### config.mk
export PLATFORM = sky130hd
export DESIGN_NAME = fifo_sync_param_flat
export DESIGN_NICKNAME = d
export VERILOG_FILES = /design/src/rtl/fifo_sync_param_pkg.sv /design/src/rtl/fifo_sync_param_if.sv /design/src/rtl/fifo_mem_rf.sv /design/src/rtl/fifo_sync_param.sv /design/src/flat_wrapper.sv
export SDC_FILE = /design/constraint.sdc
export NUM_CORES = 1
export LEC_CHECK = 0
export BUFFER_PORTS_ARGS = -buffer_cell sky130_fd_sc_hd__buf_2
export CAP_MARGIN = 20
export CORE_MARGIN = 10
export CORE_UTILIZATION = 64
export CTS_BUF_LIST = sky130_fd_sc_hd__clkbuf_8
export CTS_CLUSTER_SIZE = 12
export DETAILED_ROUTE_END_ITERATION = 10
export PLACE_DENSITY = 0.82
export SYNTH_ARGS = -nofsm -noshare
export SYNTH_HDL_FRONTEND = slang
export SYNTH_SLANG_ARGS = --single-unit
### constraint.sdc
create_clock -name clk -period 4.1 [get_ports clk]
set_clock_uncertainty 0.1 [all_clocks]
set_input_delay 0.82 -clock clk [delete_from_list [all_inputs] [get_ports clk]]
set_output_delay 0.82 -clock clk [all_outputs]
set_load 0.03 [all_outputs]
### src/rtl/fifo_sync_param_pkg.sv
// Shared definitions for the synchronous FIFO family: default geometry,
// almost-flag thresholds and read-mode encodings.
package fifo_sync_param_pkg;

  // Default geometry and thresholds
  localparam int FIFO_DATA_W_DEF = 32;
  localparam int FIFO_ADDR_W_DEF = 4;
  localparam int FIFO_AF_LVL_DEF = 14;
  localparam int FIFO_AE_LVL_DEF = 2;

  // Read-mode encodings for the FWFT parameter
  localparam int FIFO_MODE_STD  = 0;
  localparam int FIFO_MODE_FWFT = 1;

  // Number of words addressed by an addr_w-bit pointer
  function automatic int fifo_depth(input int addr_w);
    return 1 << addr_w;
  endfunction

endpackage

### src/rtl/fifo_sync_param_if.sv
// Data/handshake/status bundle between a FIFO and its user.
// With FIFO_ERR_FLAG_EN defined it also carries err_clr, overflow, underflow.
interface fifo_sync_param_if
  import fifo_sync_param_pkg::*;
#(
  parameter int DATA_W = FIFO_DATA_W_DEF,
  parameter int ADDR_W = FIFO_ADDR_W_DEF
);

  logic [DATA_W-1:0] data_in;
  logic              en_write;
  logic              en_read;
  logic [DATA_W-1:0] data_out;
  logic              fifo_full;
  logic              fifo_empty;
  logic              almost_full;
  logic              almost_empty;
  logic [ADDR_W:0]   count;
`ifdef FIFO_ERR_FLAG_EN
  logic              err_clr;
  logic              overflow;
  logic              underflow;
`endif

`ifdef FIFO_ERR_FLAG_EN
  // User side: drives requests and write data, observes status
  modport master (
    output data_in, en_write, en_read, err_clr,
    input  data_out, fifo_full, fifo_empty, almost_full, almost_empty, count,
           overflow, underflow
  );

  // FIFO side
  modport slave (
    input  data_in, en_write, en_read, err_clr,
    output data_out, fifo_full, fifo_empty, almost_full, almost_empty, count,
           overflow, underflow
  );
`else
  // User side: drives requests and write data, observes status
  modport master (
    output data_in, en_write, en_read,
    input  data_out, fifo_full, fifo_empty, almost_full, almost_empty, count
  );

  // FIFO side
  modport slave (
    input  data_in, en_write, en_read,
    output data_out, fifo_full, fifo_empty, almost_full, almost_empty, count
  );
`endif

endinterface

### src/rtl/fifo_mem_rf.sv
// DEPTH x DATA_W register-file storage: synchronous write, asynchronous read.
// Kept free of FIFO control so dual-clock variants can reuse it.
module fifo_mem_rf #(
  parameter int DATA_W = 32,
  parameter int ADDR_W = 4
) (
  input  logic              clk,
  input  logic              wr_en,
  input  logic [ADDR_W-1:0] wr_addr,
  input  logic [DATA_W-1:0] wr_data,
  input  logic [ADDR_W-1:0] rd_addr,
  output logic [DATA_W-1:0] rd_data
);

  logic [DATA_W-1:0] mem [2**ADDR_W];

  // Write port: store one word per enabled edge
  // NOTE: storage has no reset; the pointers decide which words are valid,
  // and a reset on the array would block mapping to plain flops/RAM.
  always_ff @(posedge clk) begin
    if (wr_en) mem[wr_addr] <= wr_data;
  end

  assign rd_data = mem[rd_addr];

endmodule

### src/rtl/fifo_sync_param.sv
// Single-clock parametrised FIFO with fill count, programmable almost flags
// and standard (registered) or first-word-fall-through read mode.
// Optional feature macro: FIFO_ERR_FLAG_EN (sticky overflow/underflow flags).
module fifo_sync_param
  import fifo_sync_param_pkg::*;
#(
  parameter int DATA_W = FIFO_DATA_W_DEF,
  parameter int ADDR_W = FIFO_ADDR_W_DEF,
  parameter int AF_LVL = FIFO_AF_LVL_DEF,
  parameter int AE_LVL = FIFO_AE_LVL_DEF,
  parameter int FWFT   = FIFO_MODE_STD
) (
  input  logic               clk,
  input  logic               rst,
  fifo_sync_param_if.slave   bus
);

  localparam int                DEPTH   = fifo_depth(ADDR_W);
  localparam logic [ADDR_W:0]   DEPTH_C = (ADDR_W+1)'(DEPTH);
  localparam logic [ADDR_W:0]   AF_C    = (ADDR_W+1)'(AF_LVL);
  localparam logic [ADDR_W:0]   AE_C    = (ADDR_W+1)'(AE_LVL);
  localparam logic [ADDR_W-1:0] PTR_INC = {{(ADDR_W-1){1'b0}}, 1'b1};
  localparam logic [ADDR_W:0]   CNT_INC = {{ADDR_W{1'b0}}, 1'b1};

  logic [ADDR_W-1:0] wr_ptr;
  logic [ADDR_W-1:0] rd_ptr;
  logic [ADDR_W:0]   count_q;
  logic [DATA_W-1:0] rd_word;
  logic              wr_acc;
  logic              rd_acc;
  logic              empty_w;
  logic              full_w;

  // Status flags decoded from the registered count
  assign empty_w          = (count_q == '0);
  assign full_w           = (count_q == DEPTH_C);
  assign bus.fifo_empty   = empty_w;
  assign bus.fifo_full    = full_w;
  assign bus.almost_full  = (count_q >= AF_C);
  assign bus.almost_empty = (count_q <= AE_C);
  assign bus.count        = count_q;

  // Request acceptance: a write into a full FIFO is allowed when a pop frees a slot
  // NOTE: every output of this block gets a default first, so no path leaves
  // a value unassigned and no latch can be inferred.
  always_comb begin
    rd_acc = 1'b0;
    wr_acc = 1'b0;
    rd_acc = bus.en_read & ~empty_w;
    wr_acc = bus.en_write & (~full_w | rd_acc);
  end

  // Pointers and occupancy
  // NOTE: state registers use non-blocking assignments so every flop samples
  // pre-edge values regardless of statement order.
  always_ff @(posedge clk or posedge rst) begin
    if (rst) begin
      wr_ptr  <= '0;
      rd_ptr  <= '0;
      count_q <= '0;
    end else begin
      if (wr_acc) wr_ptr <= wr_ptr + PTR_INC;
      if (rd_acc) rd_ptr <= rd_ptr + PTR_INC;
      case ({wr_acc, rd_acc})
        2'b10:   count_q <= count_q + CNT_INC;
        2'b01:   count_q <= count_q - CNT_INC;
        default: count_q <= count_q;
      endcase
    end
  end

  fifo_mem_rf #(
    .DATA_W (DATA_W),
    .ADDR_W (ADDR_W)
  ) u_mem (
    .clk     (clk),
    .wr_en   (wr_acc),
    .wr_addr (wr_ptr),
    .wr_data (bus.data_in),
    .rd_addr (rd_ptr),
    .rd_data (rd_word)
  );

  generate
    if (FWFT == FIFO_MODE_FWFT) begin : g_fwft
      // Head word is shown as soon as it exists; zero while empty
      assign bus.data_out = empty_w ? '0 : rd_word;
    end else begin : g_std
      logic [DATA_W-1:0] dout_q;

      // Registered read: popped word appears one edge after the request
      always_ff @(posedge clk or posedge rst) begin
        if (rst)         dout_q <= '0;
        else if (rd_acc) dout_q <= rd_word;
      end

      assign bus.data_out = dout_q;
    end
  endgenerate

`ifdef FIFO_ERR_FLAG_EN
  logic overflow_q;
  logic underflow_q;
  logic ovf_set;
  logic udf_set;

  assign ovf_set = bus.en_write & full_w & ~rd_acc;
  assign udf_set = bus.en_read & empty_w;

  // Sticky error flags; a new event in the clearing cycle keeps the flag set
  always_ff @(posedge clk or posedge rst) begin
    if (rst) begin
      overflow_q  <= 1'b0;
      underflow_q <= 1'b0;
    end else begin
      if (ovf_set)          overflow_q  <= 1'b1;
      else if (bus.err_clr) overflow_q  <= 1'b0;
      if (udf_set)          underflow_q <= 1'b1;
      else if (bus.err_clr) underflow_q <= 1'b0;
    end
  end

  assign bus.overflow  = overflow_q;
  assign bus.underflow = underflow_q;
`endif

endmodule

### src/flat_wrapper.sv
// flat-port wrapper written by rule: the top's interface ports become plain ports
module fifo_sync_param_flat import fifo_sync_param_pkg::*;
#(
  parameter int DATA_W = FIFO_DATA_W_DEF,
  parameter int ADDR_W = FIFO_ADDR_W_DEF,
  parameter int AF_LVL = FIFO_AF_LVL_DEF,
  parameter int AE_LVL = FIFO_AE_LVL_DEF,
  parameter int FWFT   = FIFO_MODE_STD
)
  (clk, rst, bus_data_in, bus_en_write, bus_en_read, bus_data_out, bus_fifo_full, bus_fifo_empty, bus_almost_full, bus_almost_empty, bus_count);
  fifo_sync_param_if #(.DATA_W(DATA_W), .ADDR_W(ADDR_W)) bus_i ();
  input  logic clk;
  input  logic rst;
  input wire logic [$bits(bus_i.data_in)-1:0] bus_data_in;
  input wire logic [$bits(bus_i.en_write)-1:0] bus_en_write;
  input wire logic [$bits(bus_i.en_read)-1:0] bus_en_read;
  output wire logic [$bits(bus_i.data_out)-1:0] bus_data_out;
  output wire logic [$bits(bus_i.fifo_full)-1:0] bus_fifo_full;
  output wire logic [$bits(bus_i.fifo_empty)-1:0] bus_fifo_empty;
  output wire logic [$bits(bus_i.almost_full)-1:0] bus_almost_full;
  output wire logic [$bits(bus_i.almost_empty)-1:0] bus_almost_empty;
  output wire logic [$bits(bus_i.count)-1:0] bus_count;
  assign bus_i.data_in = bus_data_in;
  assign bus_i.en_write = bus_en_write;
  assign bus_i.en_read = bus_en_read;
  assign bus_data_out = bus_i.data_out;
  assign bus_fifo_full = bus_i.fifo_full;
  assign bus_fifo_empty = bus_i.fifo_empty;
  assign bus_almost_full = bus_i.almost_full;
  assign bus_almost_empty = bus_i.almost_empty;
  assign bus_count = bus_i.count;
  fifo_sync_param #(.DATA_W(DATA_W), .ADDR_W(ADDR_W), .AF_LVL(AF_LVL), .AE_LVL(AE_LVL), .FWFT(FWFT)) u_core (.clk(clk), .rst(rst), .bus(bus_i));
endmodule
-- After elaboration in Yosys (flattened, before gate mapping)
Memories as Yosys holds them, arrays and structs flattened. A register that Yosys moved wholly into a read port is not among the register bits.
Index checks and enable logic that the tools add are counted.
- reduce and logical (&&, ||, !) cells: 2
- bitwise gates (word level): 5
- order comparisons: 2
- add/sub/neg operators: 4
- muxes and demuxes: 3
- equality and inequality tests: 3
- operator list (cell ; count):
    case mux 5 bit (2 select lines) ; 1
    adder 4 x 1 -> 4 bit, second input constant ; 2
    adder 5 x 1 -> 5 bit, second input constant ; 1
    equality test 5 bit, second input constant ; 1
    greater-or-equal comparator 5 x 4 -> 1 bit, second input constant ; 1
    <= comparator 5 x 2 -> 1 bit, second input constant ; 1
    logical NOT 5 bit ; 1
    subtractor 5 x 1 -> 5 bit, second input constant ; 1
    bitwise AND 1 bit ; 2
    equality test 2 x 1 -> 1 bit, second input constant ; 1
    equality test 2 bit, second input constant ; 1
    2-to-1 mux 1 bit ; 2
    inverter 1 bit ; 2
    nonzero test 2 bit ; 1
    OR 1 bit ; 1
- word-level logic and storage cells: 23
- bits in registers: 13
- bits of input ports: 36
- bits in writable memories: 512
- memories kept: 1
- memory list (memory ; depth ; bits a word ; read ports ; clocked after memory_dff ; wr ports ; RTL line ; text):
    u_core.u_mem.mem ; 16 ; 32 ; 1 ; 1 ; 1 ; fifo_mem_rf.sv:15 ; logic [DATA_W-1:0] mem [2**ADDR_W];

-- Depth between registers and ports, before layout
- word-level depth: 7
- depth in mapped cells: 13
- depth with buffers taken out: 12

-- By module
From an unflattened synthesis, not the netlist that was laid out.
- cells, all modules: 959
- area, all modules: 21256.6 um^2
- by module, submodules not included (module ; sequential area each (um^2) ; cells an instance ; area an instance (um^2) ; times used):
    fifo_mem_rf ; 15374.7 ; 806 ; 19213.4 ; 1
    fifo_sync_param ; 1126.1 ; 153 ; 2043.2 ; 1

-- Worst setup path before layout
OpenSTA, ideal clock, no wires.
- kind: reg2reg
- from: register u_core.count_q[4] (netlist: u_core.bus.count[4])
- to: register u_core.count_q[4] (netlist: u_core.bus.count[4])
- arrival time: 3039 ps
- setup time: 135 ps
- path buffers: 2
- stages on the path, launching flop included: 12
- setup slack: 825 ps
- path through: dfrtp_1 > or3_1 > o31a_1 > buf_6 > clkbuf_1 > ha_1 > ha_1 > nor2b_1 > o21ai_0 > a21oi_1 > or3b_2 > xnor2_1
- longest elaborated chain between the ends: 7
- elaborated cells on any way between the ends: 13
- classes of those cells: add/sub (2); eq/ne (3); mux (1); bitwise (5); reduce/logical (2)
- RTL lines (what ; RTL line ; text):
    start, declared ; fifo_sync_param.sv:27 ; logic [ADDR_W:0] count_q;
    start signal, assigned ; fifo_sync_param.sv:65 ; 2'b10: count_q <= count_q + CNT_INC;
    start signal, assigned ; fifo_sync_param.sv:66 ; 2'b01: count_q <= count_q - CNT_INC;
    start signal, assigned ; fifo_sync_param.sv:67 ; default: count_q <= count_q;
    logical NOT 5 bit (*) ; fifo_sync_param.sv:35 ; assign empty_w = (count_q == '0);
    inverter 1 bit (*) ; fifo_sync_param.sv:49 ; rd_acc = bus.en_read & ~empty_w;
    bitwise AND 1 bit (*) ; fifo_sync_param.sv:49 ;
    via u_core.rd_acc ; fifo_sync_param.sv:30 ; logic rd_acc;
    OR 1 bit ; fifo_sync_param.sv:50 ; wr_acc = bus.en_write & (~full_w | rd_acc);
    bitwise AND 1 bit ; fifo_sync_param.sv:50 ;
    equality test 2 x 1 -> 1 bit or equality test 2 bit (tied branches) ; fifo_sync_param.sv:64 ; case ({wr_acc, rd_acc})
    case mux 5 bit (2 select lines) or nonzero test 2 bit (tied branches) ; - ;
Mark *: on every way through the listed nets, which the timed path passes. The rest lies on a longest branch.
A chain may end at the register's enable or synchronous reset.

-- Final worst setup path
- from: register u_core.count_q[1] (netlist: u_core.bus.count[1])
- to: register u_core.count_q[4] (netlist: u_core.bus.count[4])
- longest elaborated chain between the ends: 7
- elaborated cells on any way between the ends: 13
- classes of those cells: add/sub (2); eq/ne (3); mux (1); bitwise (5); reduce/logical (2)
- RTL lines (what ; RTL line):
    logical NOT 5 bit ; fifo_sync_param.sv:35
    inverter 1 bit ; fifo_sync_param.sv:49
    bitwise AND 1 bit ; fifo_sync_param.sv:49
    OR 1 bit ; fifo_sync_param.sv:50
    bitwise AND 1 bit ; fifo_sync_param.sv:50
    equality test 2 x 1 -> 1 bit or equality test 2 bit (tied branches) ; fifo_sync_param.sv:64
    case mux 5 bit (2 select lines) or nonzero test 2 bit (tied branches) ; -
Parallel ways exist; a longest one is shown, timed or not.

==> results.toml <==
[floorplan]
die_y_um = 204
coreArea_um2 = 33400
fp.dieArea_um2 = 41500
io_pins = 77
initial_core_util_pct = 64.7
die_width_um = 204
num_rows = 67

[yosys]
synthXorXnorAreaFrac_pct = 0.406
synth_top_flop_cell = "edfxtp_1"
yosys-top-cells-area = "edfxtp_1 (71%), mux4_2 (13%), dfrtp_1 (5.2%), o22ai_2 (1.7%), mux2_2 (1.2%)"
synth-edff-count = 512
seq_area_frac_synth_pct = 76.5
yosys.area_share.simple_pct = 1.13
synthMuxAreaShare_pct = 15.4
synth_top_family_by_area = "multiplexers"
synth.most_common_cell = "edfxtp_1"
synth.distinct_cells = 42
yosys.area_share.adder_pct = 0.615
synth_cells = 947
syn-num-nets = 993
yosysTopAreaCell = "edfxtp_1"
synthTopCellsByCount = "edfxtp_1 (512), mux4_2 (123), dfrtp_1 (45), o22ai_1 (34), o22ai_2 (30)"
synth-compound-area-share_pct = 3.99
synth_seq_cells = 557
synth_async_sr_flop_share_pct = 8.08
syn_area_um2 = 21600
yosysTopAreaCellShare_pct = 71.3
postSynthAreaPerCell_um2 = 22.8
yosysWarnings = 0

[drt]
drc = 0
routed-via-count = 10200
drtPass1Iterations = 7
wirelength_um = 43500
vias_per_cell = 6.38
drtIter0Drc = 1077
drt-wirelength-per-cell_um = 27.1
ant_nets = 0

[final_layout]
drive_above_1_share_pct = 37.9
regArea_um2 = 16500
final_nets = 1132
fillerInstances = 1887
multiInputGateArea_um2 = 4670
instances_no_fill = 1605
syn2layout_area_growth_pct = 11.8

[timing]
slew_viol_final = 0
max_freq_mhz = 308
period_minus_slack_ns = 3.25
min_period_over_period_pct = 79.2
final.setup.worst_slack_ns = 0.854
hold_violations = 0
setup_viol = 0
max_slew.worst_pin.slew_ns = 0.981
rsz0062_at_grt = "false"
slew_headroom_pct = 34.6
fin_tns_setup_ns = 0

[worst_setup_path]
start_kind = "flop"
r2r-start = "u_core.bus.count[1]"
cp-end-kind = "flop"
required_ns = 4.48
critPathMaxFanout = 8
reg2reg_to = "u_core.bus.count[4]"
r2r_slack_ns = 0.85
critPathKind = "reg2reg"
reg2regPathDepth = 12
arrival_ns = 3.62

[clocking]
clockBufferDepth = 3
cts_tree = "done"
cts_hold_buf = 0
clk_pin_slew_worst_paths_ns = 0.06
cts_made_buffers = 84
cts_max_level = 3
cts-root-buf = "clkbuf_8"
cts.repair.resized = 0
post_cts_buffers = 0
clock-sinks = 557
clock_latency_ns = 0.62

[outcome]
status = "finished, final reports clean"

[placed_design]
gp_congestion = 0.755
dp.cells = 1448
port_buffers = 76
pre_cts_slack_ns = 0.801
hpwlAfterDp_um = 24300

[global_routing]
grt_usage_pct = 21.4
antenna_found_initial = 0
grt_pass1_wl_um = 66300
grt.overflow.total = 0
grt_pass1_vias = 10800
grt_max_degree = 57

[min_path]
hp-class = "in2async"

[pwr]
vdd_drop_max_mv = 0.452
p_leak_nw = 8.04
p_per_area_nw_per_um2 = 689

[run]
cap_viol_max_count = 0
-- stage by stage --
step	hold WS, ns	utilization (%)	total power, mW	instance area, µm²
after floorplan	0.393	-	11.3	21600
after global placement	0.425	67.4	12.3	22500
after detailed placement	0.456	67.4	12.5	22500
after CTS	0.245	72.3	16.7	24100
after global routing	0.288	72.3	17.3	24100
final	0.259	72.3	16.6	24100
-- sequential cells by signal (all words and copies together) (netlist names) --
signal / flops
u_core.bus.count: 5
u_core.bus.data_out: 32
u_core.rd_ptr: 4
u_core.u_mem.mem: 512
u_core.wr_ptr: 4
-- report_power, final --
group	leakage [nW]	internal [mW]	total [mW]	switching (mW)
combinational	1.95	2.26	4.82	2.56
clock	0.963	2.23	4.26	2.03
sequential	5.13	6.96	7.52	0.557
-- layout by cell type, fill, tap and decap left out, types with 12 or more instances in the layout --
| cell | count |
|---|---|
| mux2_2 | 23 |
| and2_2 | 16 |
| edfxtp_1 | 512 |
| buf_4 | 20 |
| inv_1 | 47 |
| buf_2 | 76 |
| a21oi_1 | 23 |
| o22ai_1 | 34 |
| mux4_2 | 123 |
| a21oi_2 | 12 |
| clkbuf_8 | 94 |
| o22ai_2 | 30 |
| dfrtp_1 | 42 |
-- cell type report --
type                            count  share of cell area (%)
Sequential cell                   557                    68.5
Multi-Input combinational cell    328                    19.4
Clock buffer                       94                    5.36
Timing Repair Buffer              106                    3.03
Tap cell                          448                    2.32
Clock inverter                     62                    1.31
Inverter                            9                   0.140
Antenna cell                        1                  0.0104
-- cell families (layout without fill, tap and decap cells) --
family / Yosys count / count (layout)
AOI/OAI and AO/OA: 107 / 107
xor gates and xnor gates: 10 / 10
adders and majority gates: 10 / 10
buffers and inverters: 62 / 271
DFF: 557 / 557
muxes: 162 / 162
other: 0 / 1
and+or+nand+nor: 39 / 39
-- routing by layer --
metal | vias to the layer above | part of all wire [%] | global-route usage, % | wire length, µm
met5 | - | 0 | 0 | 0
li1 | 4288 | - | - | -
met3 | 61 | 9.1 | 5.85 | 3950
met4 | 0 | 1.7 | 6.55 | 730
met1 | 5348 | 40 | 29.9 | 17500
met2 | 543 | 49 | 32.9 | 21400
-- worst max path at each step --
stage                     slack, ns                   to                start  cells after the start
after floorplan                0.83  u_core.bus.count[4]  u_core.bus.count[4]                     11
after global placement         0.90  u_core.bus.count[4]          bus_en_read                     11
after detailed placement       0.80  u_core.bus.count[4]          bus_en_read                     11
after CTS                      0.85  u_core.bus.count[4]  u_core.bus.count[1]                     12
after global routing           0.54  u_core.bus.count[4]  u_core.bus.count[1]                     12
final                          0.85  u_core.bus.count[4]  u_core.bus.count[1]                     12
-- critical path, stage by stage, from the launching register on --
cell and delay (ns):
dfrtp_1 0.46, nor4_1 0.30, nand2_1 0.10, o21a_1 0.26
inv_1 0.18, ha_1 0.25, inv_1 0.10, fa_1 0.41
nor2b_1 0.12, o21ai_0 0.11, nand3_1 0.11, or3b_2 0.45
xnor2_1 0.14
(Power assumes the default switching activity.)
